--- config.mk ---
export PLATFORM = sky130hd
export DESIGN_NAME = uart_rx_fifo
export DESIGN_NICKNAME = d
export VERILOG_FILES = /design/src/rtl/uart_rx_fifo.sv
export SDC_FILE = /design/constraint.sdc
export NUM_CORES = 1
export LEC_CHECK = 0
export BUFFER_PORTS_ARGS = -buffer_cell sky130_fd_sc_hd__buf_2
export CORE_ASPECT_RATIO = 1.5
export CORE_MARGIN = 3
export CORE_UTILIZATION = 54
export CTS_CLUSTER_DIAMETER = 120
export DETAILED_ROUTE_END_ITERATION = 16
export PLACE_DENSITY = 0.81
export SETUP_SLACK_MARGIN = 0.02
export SYNTH_ARGS = -nofsm -noshare
export SYNTH_HDL_FRONTEND = slang
export SYNTH_HIERARCHICAL = 1
export SYNTH_SLANG_ARGS = --single-unit
export TNS_END_PERCENT = 100
--- constraint.sdc ---
create_clock -name clk -period 2.4 [get_ports clk]
set_input_delay 0.24 -clock clk [delete_from_list [all_inputs] [get_ports clk]]
set_output_delay 0.24 -clock clk [all_outputs]
set_load 0.05 [all_outputs]
--- src/rtl/uart_rx_fifo.sv ---
// Purpose : 8N1 UART receiver feeding a small show-ahead byte FIFO, with sticky framing/overrun flags.
// Latency : a byte is visible on rd_valid/rd_data the cycle after its stop bit is sampled.
// Backpressure: rd_ready pops the head; a byte that arrives with the FIFO full (and no pop that cycle) is dropped and flagged.
//
// Ports:
//   clk       system clock, rising edge
//   resetn    asynchronous active-low reset
//   rxd       raw serial line (idle high, 8N1, LSB first), synchronized internally
//   rd_data   FIFO head byte, 0x00 while empty
//   rd_valid  FIFO not empty
//   rd_ready  consumer accepts the head when rd_valid is high
//   busy      receiver is inside a frame (not IDLE)
//   frame_err sticky: a stop bit sampled low
//   overrun   sticky: a good byte was dropped because the FIFO was full
//   err_clr   clears both sticky flags (a coincident set wins)

// Purpose : generic show-ahead FIFO, extra-MSB pointers for full/empty.
// Latency : a push is visible at the head the cycle after it is written.
// Backpressure: push_rdy drops when full unless a pop frees a slot in the same cycle.
module sync_fifo #(
  parameter int WIDTH = 8,
  parameter int DEPTH = 4
) (
  input  logic             clk,
  input  logic             resetn,
  input  logic             push_vld,
  output logic             push_rdy,
  input  logic [WIDTH-1:0] push_dat,
  output logic             pop_vld,
  input  logic             pop_rdy,
  output logic [WIDTH-1:0] pop_dat
);

  localparam int AW = $clog2(DEPTH);

  logic [WIDTH-1:0] mem [DEPTH];
  logic [AW:0]      wr_ptr;
  logic [AW:0]      rd_ptr;
  logic             full;
  logic             empty;
  logic             push_fire;
  logic             pop_fire;

  // Pointers carry one extra wrap bit: equal pointers mean empty, equal
  // indexes with differing wrap bits mean full.
  assign empty = (wr_ptr == rd_ptr);
  assign full  = (wr_ptr[AW] != rd_ptr[AW]) && (wr_ptr[AW-1:0] == rd_ptr[AW-1:0]);

  assign pop_vld   = !empty;
  assign pop_fire  = pop_vld && pop_rdy;
  // A pop in the same cycle frees the slot the push lands in, so a full
  // FIFO still accepts a push when it is being read.
  assign push_rdy  = !full || pop_fire;
  assign push_fire = push_vld && push_rdy;

  // When full, the write slot and the head slot coincide; the head is read
  // combinationally before the edge, so overwriting it on a pop is safe.
  assign pop_dat = empty ? '0 : mem[rd_ptr[AW-1:0]];

  always_ff @(posedge clk) begin
    if (push_fire) begin
      mem[wr_ptr[AW-1:0]] <= push_dat;
    end
  end

  always_ff @(posedge clk or negedge resetn) begin
    if (!resetn) begin
      wr_ptr <= '0;
      rd_ptr <= '0;
    end else begin
      if (push_fire) begin
        wr_ptr <= wr_ptr + {{AW{1'b0}}, 1'b1};
      end
      if (pop_fire) begin
        rd_ptr <= rd_ptr + {{AW{1'b0}}, 1'b1};
      end
    end
  end

endmodule

// Purpose : UART 8N1 receiver with a byte FIFO and sticky error flags.
// Latency : stop-bit sample to rd_valid is one cycle; rxd to internal use is two cycles (synchronizer).
// Backpressure: FIFO full with no pop drops the incoming byte and sets overrun.
module uart_rx_fifo #(
  parameter int CLKS_PER_BIT = 218,
  parameter int FIFO_DEPTH   = 4
) (
  input  logic       clk,
  input  logic       resetn,
  input  logic       rxd,
  output logic [7:0] rd_data,
  output logic       rd_valid,
  input  logic       rd_ready,
  output logic       busy,
  output logic       frame_err,
  output logic       overrun,
  input  logic       err_clr
);

  localparam logic [1:0] ST_IDLE  = 2'd0;
  localparam logic [1:0] ST_START = 2'd1;
  localparam logic [1:0] ST_DATA  = 2'd2;
  localparam logic [1:0] ST_STOP  = 2'd3;

  // Last count of a full bit period, and of the half period that moves the
  // sampling point from the start edge to mid-bit.
  localparam logic [11:0] CNT_LAST  = 12'(CLKS_PER_BIT - 1);
  localparam logic [11:0] HALF_LAST = 12'(CLKS_PER_BIT / 2 - 1);

  logic        rx_meta;
  logic        rxs;
  logic        rxs_d;
  logic        rx_fall;

  logic [1:0]  state;
  logic [11:0] bit_cnt;
  logic [2:0]  bit_idx;
  logic [7:0]  shift_dat;

  logic        stop_smp;
  logic        byte_vld;
  logic        byte_rdy;
  logic        frame_bad;
  logic        overrun_set;

  // Two-flop synchronizer plus one history flop for edge detection. All
  // flops reset to the idle level so reset release never looks like a start.
  always_ff @(posedge clk or negedge resetn) begin
    if (!resetn) begin
      rx_meta <= 1'b1;
      rxs     <= 1'b1;
      rxs_d   <= 1'b1;
    end else begin
      rx_meta <= rxd;
      rxs     <= rx_meta;
      rxs_d   <= rxs;
    end
  end

  // Only a true 1->0 transition starts a frame; a line parked low after a
  // frame error cannot retrigger.
  assign rx_fall = rxs_d && !rxs;

  always_ff @(posedge clk or negedge resetn) begin
    if (!resetn) begin
      state     <= ST_IDLE;
      bit_cnt   <= '0;
      bit_idx   <= '0;
      shift_dat <= '0;
    end else begin
      case (state)
        ST_IDLE: begin
          bit_cnt <= '0;
          bit_idx <= '0;
          if (rx_fall) begin
            state <= ST_START;
          end
        end
        ST_START: begin
          if (bit_cnt == HALF_LAST) begin
            bit_cnt <= '0;
            // Line back high at mid start bit: treat as a glitch.
            state   <= rxs ? ST_IDLE : ST_DATA;
          end else begin
            bit_cnt <= bit_cnt + 12'd1;
          end
        end
        ST_DATA: begin
          if (bit_cnt == CNT_LAST) begin
            bit_cnt            <= '0;
            shift_dat[bit_idx] <= rxs;
            if (bit_idx == 3'd7) begin
              bit_idx <= '0;
              state   <= ST_STOP;
            end else begin
              bit_idx <= bit_idx + 3'd1;
            end
          end else begin
            bit_cnt <= bit_cnt + 12'd1;
          end
        end
        ST_STOP: begin
          if (bit_cnt == CNT_LAST) begin
            bit_cnt <= '0;
            state   <= ST_IDLE;
          end else begin
            bit_cnt <= bit_cnt + 12'd1;
          end
        end
        default: begin
          state   <= ST_IDLE;
          bit_cnt <= '0;
          bit_idx <= '0;
        end
      endcase
    end
  end

  // The stop bit is sampled exactly once, on the last count of STOP; the
  // push (or the error) is committed on that same edge.
  assign stop_smp    = (state == ST_STOP) && (bit_cnt == CNT_LAST);
  assign byte_vld    = stop_smp && rxs;
  assign frame_bad   = stop_smp && !rxs;
  assign overrun_set = byte_vld && !byte_rdy;

  sync_fifo #(
    .WIDTH (8),
    .DEPTH (FIFO_DEPTH)
  ) u_fifo (
    .clk      (clk),
    .resetn   (resetn),
    .push_vld (byte_vld),
    .push_rdy (byte_rdy),
    .push_dat (shift_dat),
    .pop_vld  (rd_valid),
    .pop_rdy  (rd_ready),
    .pop_dat  (rd_data)
  );

  // Sticky flags: a set in the same cycle as err_clr takes priority so no
  // event is ever lost.
  always_ff @(posedge clk or negedge resetn) begin
    if (!resetn) begin
      frame_err <= 1'b0;
      overrun   <= 1'b0;
    end else begin
      if (frame_bad) begin
        frame_err <= 1'b1;
      end else if (err_clr) begin
        frame_err <= 1'b0;
      end
      if (overrun_set) begin
        overrun <= 1'b1;
      end else if (err_clr) begin
        overrun <= 1'b0;
      end
    end
  end

  assign busy = (state != ST_IDLE);

endmodule
=== Word level (Yosys, flattened, before mapping) ===
Memories as Yosys holds them, arrays and structs flattened.
Cells that the tools add are included.

* Register bits: 36
* Latch bits: 0
* Memory bits (writable): 32
* Memory bits (read-only): 0
* Bits of input ports: 5
* Output and inout port bits: 12
* Logic and storage cells: 77
* Memories kept: 1

{| class="wikitable"
|+ Memories
! memory !! depth !! bits a word !! read ports !! clocked after Yosys merged registers in !! write ports !! RTL line !! RTL
|-
| u_fifo.mem || 4 || 8 || 1 || 0 || 1 || 36 || <nowiki>logic [WIDTH-1:0] mem [DEPTH];</nowiki>
|}

* $add $sub $neg: 4
* $mul: 0
* Divide/modulo/power cells: 0
* Magnitude comparators: 2
* Eq/ne operators: 14
* Shifts and indexed selects: 0
* Muxes and demuxes: 22
* Bitwise gates (word level): 0
* Reduce and logical (&&, ||, !) cells: 23

{| class="wikitable"
|+ Operators with widths
! cell !! count
|-
| $pmux 12 s3 || 1
|-
| $mux 12 || 2
|-
| $add 12x1->12 const B || 1
|-
| $eq 12x7->1 const B || 1
|-
| $eq 12x8->1 const B || 1
|-
| $mux 2 || 6
|-
| $ne 2x2->1 const B || 5
|-
| $add 3x1->3 const B || 3
|-
| $logic_and 1x1->1 || 9
|-
| $bwmux 8 || 1
|-
| $mux 8 || 1
|-
| $pmux 2 s4 || 1
|-
| $reduce_bool 2->1 || 4
|-
| $mux 1 || 6
|-
| $mux 3 || 2
|-
| $pmux 3 s2 || 1
|-
| $reduce_and 5->1 || 1
|-
| $eq 2x2->1 const B || 2
|-
| $logic_not 1->1 || 4
|-
| $lt 3x4->1 const B || 1
|-
| $reduce_and 2->1 || 2
|-
| $demux 1 s3 || 1
|-
| $eq 3x3->1 || 1
|-
| $eq 3x3->1 const B || 1
|-
| 7 further kinds || 7
|}

=== Longest topological paths before layout ===
Gate-level depths: netlist of the first run.

* Word-level depth: 7
* Mapped depth: 8
* Mapped depth without buffers: 7

=== By module ===
The synthesis of the first run kept the hierarchy.

{| class="wikitable"
|+ Modules (own cells, without submodules)
! module !! times used !! cells each !! area each (um2)
|-
| sync_fifo || 1 || 88 || 1637.8
|-
| uart_rx_fifo || 1 || 147 || 1525.2
|}

=== Worst setup path before layout of the first run ===
Ideal clock, no wire load.

* Kind: register -> register
* From: register bit_cnt[9]
* To: memory u_fifo.mem[1][0], enable pin
* Library setup time: 311 ps
* Arrival time: 2124 ps
* Required time: 2089 ps
* Slack: -35 ps
* Cell stages (with the launch flop): 5
* Cell sequence: dfrtp_1 -> or4_4 -> or4_1 -> nor3_1 -> and3_2

* Longest elaborated chain between the ends: 6

{| class="wikitable"
|+ Ends and longest elaborated chain
! element !! RTL line !! RTL
|-
| start, declared || 117 || <nowiki>logic [11:0] bit_cnt;</nowiki>
|-
| start signal, assigned || 166 || <nowiki>bit_cnt <= bit_cnt + 12'd1;</nowiki>
|-
| start signal, assigned || 180 || <nowiki>bit_cnt <= bit_cnt + 12'd1;</nowiki>
|-
| start signal, assigned || 188 || <nowiki>bit_cnt <= bit_cnt + 12'd1;</nowiki>
|-
| $eq 12x8->1 || 202 || <nowiki>assign stop_smp = (state == ST_STOP) && (bit_cnt == CNT_LAST);</nowiki>
|-
| $logic_and 1x1->1 || 202 ||
|-
| $logic_and 1x1->1 || 203 || <nowiki>assign byte_vld = stop_smp && rxs;</nowiki>
|-
| named net byte_vld || 122 || <nowiki>logic byte_vld;</nowiki>
|-
| $logic_and 1x1->1 || 54 || <nowiki>assign push_fire = push_vld && push_rdy;</nowiki>
|-
| $mux 1 || 61 || <nowiki>if (push_fire) begin</nowiki>
|-
| $mux 1 (implied by the code) || 62 || <nowiki>mem[wr_ptr[AW-1:0]] <= push_dat;</nowiki>
|-
| end, declared || 36 ||
|}

The timed path passes the listed nets, and every way through them passes these cells.

=== Worst setup path after layout of the first run ===
* From: register bit_cnt[10]
* To: memory u_fifo.mem[1][7], enable pin

The elaborated chain is that of the path after synthesis.

==> reports/results.md, run 1 <==
| Parameter | Reported |
| --- | --- |
| Total number of clock tree sinks | 68 |
| Number of synthesis warnings | 6 |
| Cell count after synthesis | 235 |
| Tightest slew margin relative to the limit | 0.4649 |
| Post-layout utilization of the core | 0.6575 |
| Hold WC Path Type | primary input to flip-flop |
| Total power per unit cell area | 755.0 nW/um^2 |
| GRT overflow | 0 |
| Clock insertion delay at the later pin of the skew report | 340 ps |
| Count of cells along the worst register-to-register path | 4 |
| Worst vdd rail ir drop | 0.5719 mV |
| First-pass GRT wire length | 9018 um |
| Area post-placement | 3396 um^2 |
| Largest cells by area after synthesis | sky130_fd_sc_hd__edfxtp_1 (30%), sky130_fd_sc_hd__dfrtp_1 (26%), sky130_fd_sc_hd__mux4_2 (5.7%), sky130_fd_sc_hd__ha_1 (4.0%), sky130_fd_sc_hd__xnor2_1 (2.8%) |
| Cell with the most instances after synthesis | sky130_fd_sc_hd__dfrtp_1 |
| Crit path max fanout | 8 |
| Most frequently used flop master after synthesis | sky130_fd_sc_hd__dfrtp_1 |
| Largest clock skew in the final design | 10.29 ps |
| Post-detailed-route wirelength per cell | 15.08 um |
| Cell depth of the worst hold path | 2 |
| Final count of hold timing violations | 0 |
| Port bufs | 16 |
| Static leakage power | 1.594 nW |
| Half-perimeter wire length after detailed placement | 3682 um |
| Number of DRC violations after detailed-routing iteration 0 | 32 |
| CTS tree | built |
| Layout filler cell count | 445 |
| Count of vias placed by the detailed router | 1931 |
| Critical path class | flip-flop to flip-flop |
| Cell type with the largest total area after synthesis | sky130_fd_sc_hd__edfxtp_1 |
| Sequential fraction of the synthesis area | 0.5898 |
| Sw Share | 0.2717 |
| Least-Margin Pin Slew | 802.6 ps |
| Maximum count of clock buffers along a single path | 2 |
| Clock-pin slew reported for the worst setup and hold paths after clock tree synthesis | 70 ps |
| Fraction of the cycle the final worst path needs | 0.9762 |
| Async S/R FF share, synth | 0.5294 |
| Setup crit end kind | flip-flop |
| Sum of buffers and inverters on the critical path | 0 |
| Layout Area Growth over Synthesis | 15.86% |
| Overall die height | 99.74 um |
| Syn_nets | 250 |
| Final setup viols | 0 |
| Post-route design area | 3665 um^2 |
| Fraction of final layout cells with drive strength greater than 1 | 0.2774 |
| Via count of the first global-routing pass | 1966 |
| Delay of the slowest critical-path stage | 560 ps |
| Count of buffers added by post-CTS timing repair for setup | 0 |
| Vias per Instance | 5.613 |
| Max Transition Viols Final | 0 |
| Antenna Diode Count | 0 |
| Mean area per synthesized cell | 13.46 um^2 |
| Crit path cell chain | or4_4 > or4_4 > nor3_4 > and3_2 |
| H-tree depth | 3 |
| Global routing usage summed across all routing layers | 0.1787 |
| Number of library cell types mapped by synthesis | 54 |
| Number of enable flip-flop cells after synthesis | 32 |
| Largest net degree at the start of global routing | 37 |
| Slowest stage cell on the critical path | sky130_fd_sc_hd__or4_4 |
| Internal power of the cells | 2.015 mW |
| Outcome | finished clean |
| Initial standard-cell utilization of the core | 0.5675 |
| Share of power burned in the clock network | 0.374 |
| Synth top cells by count | sky130_fd_sc_hd__dfrtp_1 (33), sky130_fd_sc_hd__edfxtp_1 (32), sky130_fd_sc_hd__nor2_1 (14) |
| Number of maximum-capacitance constraint violations | 0 |
| Antenna violations before repair | 0 |
| Required time worst endpoint | 2430 ps |
| Crit path launch type | flip-flop |
| Combinational group share of total power | 0.140 |
| Critical path depth | 4 |
| Site Rows | 33 |
| Clock buffer count from CTS | 9 |
| Pre-antenna DRT Iters | 5 |
| Synthesized flop and latch total | 68 |
| Post-synthesis instance area | 3163 um^2 |
| Kind of cell with the highest combined delay on the critical path | simple AND/OR/NAND/NOR gates |
| Total Nets Final | 284 |
| Peak clock frequency supported by timing | 0.4268 GHz |
| Routability Congestion | 0.8503 |
| Post-Route WL | 5189 um |
| Seq pwr share | 0.486 |
| Placeable core region | 5574 um^2 |
| Number of top-level pins | 17 |
| Worst path most repeated cell | sky130_fd_sc_hd__or4_4 |
| Net switching power figure | 751.8 uW |
| Final worst path period need | 2343 ps |
| Post-detailed-route count of antenna-violating nets | 0 |
| Post-route DRC violation count | 0 |
| Data arrival time of the critical path | 2380 ps |
| Master cell of the clock root buffer | sky130_fd_sc_hd__clkbuf_8 |
| Yosys top cell area share | 0.3038 |
| Die area | 6831 um^2 |
| Horizontal die dimension | 68.49 um |
| RSZ-0062 raised after global routing | yes |
-- stage by stage --
stage,cells,setup TNS (ps),hold WS (ps),setup WS (ps),total power [mW]
2_1_floorplan,235,0,-55.59,71.99,1.606
3_3_place_gp,326,0,345.8,61.09,1.739
3_5_place_dp,326,-0.1030,346.4,-0.1030,1.750
4_1_cts,344,0,95.45,11.55,2.791
5_1_grt,344,-181.5,132.6,-18.03,2.902
6_report,344,0,112.2,57.17,2.767
-- power groups by stage --
stage / clock network (mW) / logic, mW / registers [mW]
after floorplan: 0 / 0.265 / 1.34
final: 1.03 / 0.387 / 1.35
after detailed placement: 0 / 0.382 / 1.37
after CTS: 1.06 / 0.391 / 1.34
after global routing: 1.11 / 0.434 / 1.36
after global placement: 0 / 0.375 / 1.36
-- layout by cell type, fill, tap and decap left out, types with 7 or more instances in the layout --
master                     netlist  routed
sky130_fd_sc_hd__buf_4           1      12
sky130_fd_sc_hd__inv_1           9       9
sky130_fd_sc_hd__dfrtp_1        33      33
sky130_fd_sc_hd__buf_2           4      16
sky130_fd_sc_hd__o31ai_1         9       9
sky130_fd_sc_hd__mux4_2          8       8
sky130_fd_sc_hd__nor2_1         14      14
sky130_fd_sc_hd__ha_1           10      10
sky130_fd_sc_hd__nand3_1         7       7
sky130_fd_sc_hd__clkbuf_8        0       9
sky130_fd_sc_hd__nand2_1         9       9
sky130_fd_sc_hd__edfxtp_1       32      32
sky130_fd_sc_hd__nor2b_1        11      11
sky130_fd_sc_hd__o21ai_0        10      10
sky130_fd_sc_hd__xnor2_1        10      10
-- sequential cells by signal, indices dropped and copies added (netlist names), named ones only --
signal         flops
bit_cnt           12
bit_idx            3
frame_err          1
overrun            1
rx_meta            1
rxs                1
rxs_d              1
shift_dat          8
state              1
u_fifo/mem        32
u_fifo/rd_ptr      3
u_fifo/wr_ptr      3
-- cells by family after synthesis --
kind of cell / count (synthesis) / share of synthesized area
adders and majority gates: 10 / 0.03956
and+or+nand+nor: 75 / 0.1416
muxes: 14 / 0.07753
AOI/OAI and AO/OA: 33 / 0.07477
buffers and inverters: 19 / 0.03006
DFF: 68 / 0.5898
xor gates and xnor gates: 16 / 0.04668
-- final cells by class --
cell class / instances / area, um^2 / share of cell area
flip-flops and latches: 68 / 1866 / 0.5090
well taps: 70 / 87.58 / 0.02390
multi-input cells: 148 / 1229 / 0.3353
repair buffers: 32 / 221.5 / 0.06043
inverters: 10 / 37.54 / 0.01024
clock buffers: 9 / 123.9 / 0.03380
clock inverters: 7 / 100.1 / 0.02731
-- metal layers --
metal  track usage  share of wire
met1        0.2045           0.39
met2        0.2973           0.55
met3       0.04407          0.035
met4       0.09648          0.020
met5             0              0
-- final timing paths --
path | end | slack, ps | startpoint
worst max-delay path | u_fifo/mem[1][7] | 60 | bit_cnt[10]
worst min-delay path | frame_err | 110 | err_clr
worst max register to register | u_fifo/mem[1][7] | 60 | bit_cnt[10]
worst min register to register | rxs | 360 | rx_meta
max in group asynchronous | shift_dat[0] | 1370 | resetn
min in group asynchronous | u_fifo/rd_ptr[2] | 530 | resetn
-- what timing repair did --
action                                 CTS  global route
endpoints found under the hold margin    5             0
gates resized for setup                  3             2
setup endpoints to repair               34            48
pin swaps                                1             4
hold buffers                             2             0
Power figures use the tool's default switching activity.
==> run 2, diff against run 1 <==
Settings changed: CORE_MARGIN 3 to default, MAX_ROUTING_LAYER from default to met4.
==> reports/results.md, run 2 (synthesis gave the netlist of run 1 again) <==
| Parameter | Reported |
| --- | --- |
| Global Route met2 Usage | 0.3360 |
| Half-perimeter wire length after detailed placement | 3670 um |
| First-pass GRT wire length | 8797 um |
| Antenna Diode Count | 0 |
| Worst r2r src | bit_cnt[10] |
| Post-route DRC violation count | 0 |
| Horizontal die dimension | 64.49 um |
| Port bufs | 16 |
| GR Util met1 | 0.2197 |
| Cell depth of the worst hold path | 2 |
| Placed Cells | 325 |
| Total power per unit cell area | 724.5 nW/um^2 |
| Crit path max fanout | 5 |
| RSZ-0062 raised after global routing | yes |
| Placeable core region | 5574 um^2 |
| Capture instance of the worst register-to-register path | u_fifo/wr_ptr[1] |
| Global routing usage summed across all routing layers | 0.1996 |
| Post-layout utilization of the core | 0.6532 |
| Total power after layout | 2.638 mW |
| Multi-input combinational cell area | 1249 um^2 |
| Post-detailed-route wirelength per cell | 14.90 um |
| Share of power burned in the clock network | 0.352 |
| Kind of cell with the highest combined delay on the critical path | simple AND/OR/NAND/NOR gates |
| Internal power of the cells | 1.890 mW |
| Area post-placement | 3376 um^2 |
| Routability Congestion | 0.8226 |
| Sum of buffers and inverters on the critical path | 1 |
| Vias per Instance | 5.580 |
| Tightest slew margin relative to the limit | 0.4635 |
| Setup total negative slack | 0 ps |
| Post-Route Hold Slack | 93.45 ps |
| Maximum count of clock buffers along a single path | 2 |
| Count of vias placed by the detailed router | 1914 |
| Count of buffers added by post-CTS timing repair for setup | 0 |
| Post-route design area | 3641 um^2 |
| Worst setup timing slack at the placement stage | 0.3810 ps |
| Site Rows | 33 |
| Slowest stage cell on the critical path | sky130_fd_sc_hd__or4_4 |
| Largest net degree at the start of global routing | 37 |
| Final setup viols | 0 |
| Hold path start | err_clr |
| Data arrival time of the critical path | 2580 ps |
| Overall die height | 95.74 um |
| Post-detailed-route count of antenna-violating nets | 0 |
| Clock buffer count from CTS | 9 |
| Number of maximum-capacitance constraint violations | 0 |
| Hold WC Path Type | primary input to flip-flop |
| Setup crit end kind | flip-flop |
| Net switching power figure | 747.4 uW |
| Worst vdd rail ir drop | 0.5534 mV |
| Crit path cell chain | or4_4 > or4_4 > nor3_4 > buf_6 > o41ai_2 > mux2_2 |
| Critical path class | flip-flop to flip-flop |
| Antenna violations before repair | 0 |
| Max Transition Viols Final | 0 |
| Setup ws final | 60.75 ps |
| CTS tree | built |
| Crit path launch type | flip-flop |
| Layout Area Growth over Synthesis | 15.11% |
| Leading cell types in the layout, fill and taps excluded | sky130_fd_sc_hd__dfrtp_1 (33), sky130_fd_sc_hd__edfxtp_1 (32), sky130_fd_sc_hd__buf_2 (16) |
| Pre-antenna DRT Iters | 4 |
| Largest clock skew in the final design | 4.891 ps |
| Total number of clock tree sinks | 68 |
| Master cell of the clock root buffer | sky130_fd_sc_hd__clkbuf_8 |
| Seq pwr share | 0.516 |
| Number of top-level pins | 17 |
| Largest register FFs | 32 |
| End of the worst hold path | frame_err |
| Clock insertion delay at the later pin of the skew report | 350 ps |
| Combinational group share of total power | 0.132 |
| Post-Route WL | 5112 um |
| Met3 demand-to-capacity share in global routing | 0.05450 |
| Required time worst endpoint | 2640 ps |
| Static leakage power | 1.564 nW |
| Delay of the slowest critical-path stage | 560 ps |
| FF/Latch Area | 1866 um^2 |
| Total Nets Final | 283 |
| Most crowded layer after global routing | met2 |
| Die area | 6174 um^2 |
| Worst path most repeated cell | sky130_fd_sc_hd__or4_4 |
| Flop2flop setup slack | 60 ps |
| Layout Cells excl Fill | 343 |
| Layout filler cell count | 412 |
| Final worst path period need | 2339 ps |
| Peak clock frequency supported by timing | 0.4275 GHz |
| Via count of the first global-routing pass | 1964 |
| Outcome | finished clean |
| GRT overflow | 0 |
| Fraction of the cycle the final worst path needs | 0.9747 |
| Initial standard-cell utilization of the core | 0.5675 |
| Least-Margin Pin Slew | 804.7 ps |
| Final count of hold timing violations | 0 |
| Most common cell after layout, fill and taps aside | sky130_fd_sc_hd__dfrtp_1 |
| Clock-pin slew reported for the worst setup and hold paths after clock tree synthesis | 80 ps |
| H-tree depth | 3 |
| Sw Share | 0.2834 |
| Fraction of final layout cells with drive strength greater than 1 | 0.2784 |
| Count of cells along the worst register-to-register path | 6 |
| Number of DRC violations after detailed-routing iteration 0 | 50 |
run 2: changes by cell type in the layout (fill, tap and decap cells not counted):
| cell | change |
|---|---|
| sky130_fd_sc_hd__clkinv_4 | -1 |
| sky130_fd_sc_hd__and3_2 | -4 |
| sky130_fd_sc_hd__a21boi_0 | -1 |
| sky130_fd_sc_hd__clkinvlp_4 | +2 |
| sky130_fd_sc_hd__a21boi_1 | +1 |
| sky130_fd_sc_hd__buf_12 | -1 |
| sky130_fd_sc_hd__nor3_1 | -1 |
| sky130_fd_sc_hd__nor3_2 | +1 |
| sky130_fd_sc_hd__bufinv_16 | -1 |
| sky130_fd_sc_hd__and3_4 | +4 |
run 2: repair_timing:
item / 4_1_cts / 5_1_grt
pin swaps: 1 / 6
hold buffers: 2 / 0
resized for setup: 3 / 8
hold endpoints to repair: 34 / 0
setup endpoints to repair: 41 / 35
run 2: how the worst max path moves through the flow:
| stage | from | end | slack, ps | cells past startpoint |
|---|---|---|---|---|
| global route | bit_cnt[10] | u_fifo/wr_ptr[1] | -30 | 6 |
| detailed placement | bit_cnt[9] | u_fifo/wr_ptr[2] | 0.4 | 6 |
| CTS | bit_cnt[9] | u_fifo/wr_ptr[2] | 20 | 6 |
| global placement | bit_cnt[9] | u_fifo/wr_ptr[2] | 50 | 6 |
| floorplan | bit_cnt[9] | u_fifo/mem[1][0] | 70 | 4 |
| finish | bit_cnt[10] | u_fifo/wr_ptr[1] | 60 | 6 |
run 2: layout make-up:
class | count | area share
clock buffer | 9 | 0.03402
inverter | 10 | 0.01031
clock inverter | 7 | 0.02096
timing repair buffer | 31 | 0.05533
tap | 70 | 0.02405
sequential | 68 | 0.5124
multi-input combinational | 148 | 0.3430
run 2: power groups by stage:
stage | Sequential (mW) | Clock, mW | Combinational, mW
finish | 1.36 | 0.929 | 0.349
global route | 1.37 | 1.01 | 0.388
CTS | 1.36 | 0.959 | 0.352
detailed placement | 1.38 | 0 | 0.343
global placement | 1.38 | 0 | 0.340
floorplan | 1.34 | 0 | 0.265
run 2: per-layer routing:
layer,part of all wire,vias to the layer above
li1,-,943
met1,0.42,932
met2,0.53,28
met3,0.027,11
met4,0.025,0
met5,0,-
